$ cat src/rtl/rr_mux_reg.sv
// Registered N-way round-robin multiplexer with valid/ready handshakes on every
// input channel and a single-word output register toward one shared consumer.
//
// state | meaning
// EMPTY | output register holds no word (out_valid=0)
// FULL  | output register holds a word from channel out_sel (out_valid=1)
module rr_mux_reg #(
    parameter int WIDTH = 32,
    parameter int N = 4,
    localparam int SELW = $clog2(N)
) (
    input  logic               clk,
    input  logic               reset,
    input  logic [N-1:0]       in_valid,
    input  logic [N*WIDTH-1:0] in_data,
    output logic [N-1:0]       in_ready,
    output logic               out_valid,
    output logic [WIDTH-1:0]   out_data,
    output logic [SELW-1:0]    out_sel,
    input  logic               out_ready
);

    typedef enum logic {
        EMPTY = 1'b0,
        FULL  = 1'b1
    } state_t;

    state_t state, state_nxt;

    logic [SELW-1:0]  last_q;
    logic [SELW-1:0]  sel_q;
    logic [WIDTH-1:0] data_q;

    logic [SELW-1:0]  win_idx;
    logic [SELW:0]    cand;
    logic [N-1:0]     grant;
    logic             found;
    logic             load;
    logic             take;
    logic [WIDTH-1:0] win_data;

    assign out_valid = (state == FULL);
    assign out_data  = data_q;
    assign out_sel   = sel_q;

    assign load = !out_valid || out_ready;

    // Search last+1 .. last+N; the extra bit in cand lets the sum exceed N-1
    // before folding back, so non-power-of-two N never yields an index >= N.
    always_comb begin
        grant   = '0;
        win_idx = last_q;
        found   = 1'b0;
        cand    = '0;
        for (int k = 1; k <= N; k++) begin
            cand = {1'b0, last_q} + (SELW+1)'(k);
            if (cand >= (SELW+1)'(N)) begin
                cand = cand - (SELW+1)'(N);
            end
            if (!found && in_valid[cand[SELW-1:0]]) begin
                found                   = 1'b1;
                grant[cand[SELW-1:0]]   = 1'b1;
                win_idx                 = cand[SELW-1:0];
            end
        end
    end

    assign in_ready = (load && !reset) ? grant : '0;
    assign take     = |in_ready;

    always_comb begin
        win_data = '0;
        for (int i = 0; i < N; i++) begin
            if (grant[i]) begin
                win_data = in_data[i*WIDTH +: WIDTH];
            end
        end
    end

    always_comb begin
        state_nxt = state;
        case (state)
            EMPTY: begin
                if (take) begin
                    state_nxt = FULL;
                end
            end
            FULL: begin
                if (out_ready && !take) begin
                    state_nxt = EMPTY;
                end
            end
            default: state_nxt = EMPTY;
        endcase
    end

    always_ff @(posedge clk) begin
        if (reset) begin
            state  <= EMPTY;
            data_q <= '0;
            sel_q  <= '0;
            last_q <= SELW'(N-1);
        end else begin
            state <= state_nxt;
            if (take) begin
                data_q <= win_data;
                sel_q  <= win_idx;
                last_q <= win_idx;
            end
        end
    end

endmodule

$ cat config.mk
export PLATFORM = sky130hd
export DESIGN_NAME = rr_mux_reg
export DESIGN_NICKNAME = d
export VERILOG_FILES = /design/src/rtl/rr_mux_reg.sv
export SDC_FILE = /design/constraint.sdc
export NUM_CORES = 1
export LEC_CHECK = 0
export ABC_AREA = 1
export BUFFER_PORTS_ARGS = -buffer_cell sky130_fd_sc_hd__buf_2
export CORE_MARGIN = 2
export CORE_UTILIZATION = 27
export DETAILED_ROUTE_END_ITERATION = 7
export PLACE_DENSITY = 0.55
export SKIP_LAST_GASP = 1
export SLEW_MARGIN = 10
export SYNTH_ARGS = -nofsm -noshare
export SYNTH_HDL_FRONTEND = slang
export SYNTH_SLANG_ARGS = --single-unit
$ cat constraint.sdc
create_clock -name clk -period 4.2 [get_ports clk]
set_input_delay 0.21 -clock clk [delete_from_list [all_inputs] [get_ports clk]]
set_output_delay 0.21 -clock clk [all_outputs]
set_load 0.005 [all_outputs]
==> flow_summary.toml <==
[outcome]
status = "finished clean"

[die]
row_count = 40
core_mm2 = 0.0120
die_area_mm2 = 0.0132
io_pins = 174
die_width_um = 115
start_util_pct = 27.7
fp.dieH_um = 115

[power]
seqPwrFrac_pct = 14.5
switching_share_pct = 55.3
p_clk_share_pct = 9.4
power_density_mw_per_mm2 = 884
combPwrFrac_pct = 76.1
p_int_uw = 1730
p_switching_uw = 2140
peakVddDrop_mv = 0.310
leakage_uw = 0.00256

[place]
place.gp.congestion = 0.867
io_buffers = 173
dp_hpwl_mm = 8.11

[clock_tree]
cts_made_buffers = 5
postCtsHoldBufs = 0
post_cts_resized = 0
post_cts.repair.setup_buffers = 0
clock_latency_ns = 0.28
h-tree-depth = 2
root_buffer = "clkbuf_16"
max-clock-path-buffers = 2
clkTransAtPathRegs_ns = 0.05
cts_sinks = 37
tritoncts = "done"

[synth]
ys_seq_area_share_pct = 22.2
syn_area_per_cell_um2 = 5.34
synth_ff_type = "dfxtp_1"
synth-edff-count = 0
netlist_area_mm2 = 0.00333
synthArstFlopShare_pct = 0
synth_nets = 767
yosysWarningCount = 0
ys_types = 29
synth-seq-cells = 37
synth_cells = 624

[final_layout]
final_common_cell = "nand2_1"
multi_input_area_mm2 = 0.00220
area_growth_pct = 31.2
register_area_um2 = 741
layout_common_cells = "nand2_1, buf_2, nor2_1"
nNetsFinal = 921
final_util_pct = 36.4
fillers = 1448
drive_above_1_share_pct = 27.0

[routing]
antenna_left = 0
drt_pass1_iterations = 4
avgViaCountPerCell = 4.27
wl_per_cell_um = 11.6
wl_mm = 10.7
drt-initial-drc-count = 156
dr_total_vias = 3962
drc = 0

[run]
drv_cap = 0

[setup_path]
cp_cell_sequence = "inv_6 > ha_1 > inv_1 > nand2_4 > nand2_8 > nor2_8 > nand3_1 > nand3_2 > buf_4 > o21ai_1 > nand2_2 > nand2_1 > a21oi_2"
cpMaxStageDelayCell = "dfxtp_1"
critical_path_arrival_ns = 3.53
setup.worst_path.start_class = "flop"
critPathTopFamily = "simple AND/OR/NAND/NOR gates"
cp-end-kind = "flop"
cp_max_fo = 34
required_ns = 4.41
slowest_delay_ns = 0.64
critPathBufInv = 3
critPathKind = "reg2reg"

[sta]
final.period_utilization_pct = 79.1
hold_violations = 0
fin_crit_ns = 3.32
report.final.slew_viol_count = 0
holdWs_ns = 0.160
setup_violations = 0
rsz0062_at_grt = "no"
tns_ns = 0
skew_ns = 0.00767
timing.fmax_ghz = 0.301
tightest_slew_ns = 1.04
maxSlewHeadroom_pct = 30.2

[grt]
grt_max_degree = 44
antenna_found_initial = 0
grt_pass1_wl_mm = 16.9
grt_pass1_vias = 3557
grt_usage_pct = 15.8
grt_overflow = 0

[worst_hold_path]
hp-class = "in2reg"
## final cells by class
class,count,share of cell area (%)
clock buffer,6,2.95
clock inverter,2,0.229
multi-input combinational,506,50.4
antenna,1,0.0573
sequential,37,17.0
timing repair buffer,179,20.8
inverter,49,4.32
tap,147,4.21
## per-stage QoR
stage	instances	total power (µW)	area [µm²]	setup slack [ns]
global route	926	4440	4370	0.359
floorplan	624	2990	3330	1.90
detailed placement	918	3560	4230	0.837
finish	927	3860	4370	0.877
global placement	918	3580	4230	0.859
CTS	926	3930	4370	0.823
## Yosys cell counts (3+ instances only)
| cell type | number | area (µm²) |
|---|---|---|
| buf_2 | 11 | 55.1 |
| ha_1 | 8 | 100 |
| a21oi_1 | 4 | 20.0 |
| o21ai_1 | 4 | 20.0 |
| inv_1 | 45 | 169 |
| nand3_1 | 20 | 100 |
| o21ai_0 | 32 | 160 |
| a21oi_2 | 3 | 26.3 |
| dfxtp_1 | 37 | 741 |
| buf_6 | 7 | 78.8 |
| nor2_1 | 160 | 601 |
| clkbuf_1 | 10 | 37.5 |
| nand2_1 | 253 | 950 |
| buf_4 | 4 | 30.0 |
| nand2_2 | 8 | 50.1 |
## registers in the layout, summed over array words and instances (netlist names)
name	count
out_valid	1
last_q	2
out_sel	2
out_data	32
## power by group through the flow
stage               registers (µW)  logic [µW]  clock network [µW]
floorplan                      566        2430                   0
global placement               567        3010                   0
detailed placement             570        2990                   0
CTS                            563        2990                 374
global route                   580        3460                 394
finish                         561        2940                 363
## cell families (layout without fill, tap and decap cells)
family,count (synthesis),in the layout,synth area share [%]
compound gates,48,48,8.08
xor+xnor,1,1,0.263
fa+ha+maj,8,8,3.01
buf+inv,81,236,11.7
flops,37,37,22.2
other cells,0,1,0
simple gates,449,449,54.7
## final timing paths
kind | startpoint | end | slack (ns) | cells after the start
max | last_q[0]$_SDFFE_PP1P_ | out_sel[1]$_SDFFE_PP0P_ | 0.88 | 13
min | reset | out_sel[0]$_SDFFE_PP0P_ | 0.16 | 2
max reg2reg | last_q[0]$_SDFFE_PP1P_ | out_sel[1]$_SDFFE_PP0P_ | 0.88 | 13
min reg2reg | out_valid$_SDFF_PP0_ | out_valid$_SDFF_PP0_ | 0.48 | 2
## layer usage
layer	global-route usage [%]	vias to the layer above	wire length, µm
met1	19.4	1658	4700
met3	3.69	12	661
met4	4.10	0	187
met2	27.9	111	5200
li1	-	2181	-
met5	0	-	0
## worst register-to-register path, cell delays in order (launching register included)
cell and delay [ns]:
dfxtp_1 0.64, inv_6 0.12, ha_1 0.42, inv_1 0.11, nand2_4 0.12, nand2_8 0.08, nor2_8 0.16, nand3_1 0.11
nand3_2 0.11, buf_4 0.33, o21ai_1 0.14, nand2_2 0.57, nand2_1 0.21, a21oi_2 0.16
No activity file was read; power rests on OpenSTA's default activity.
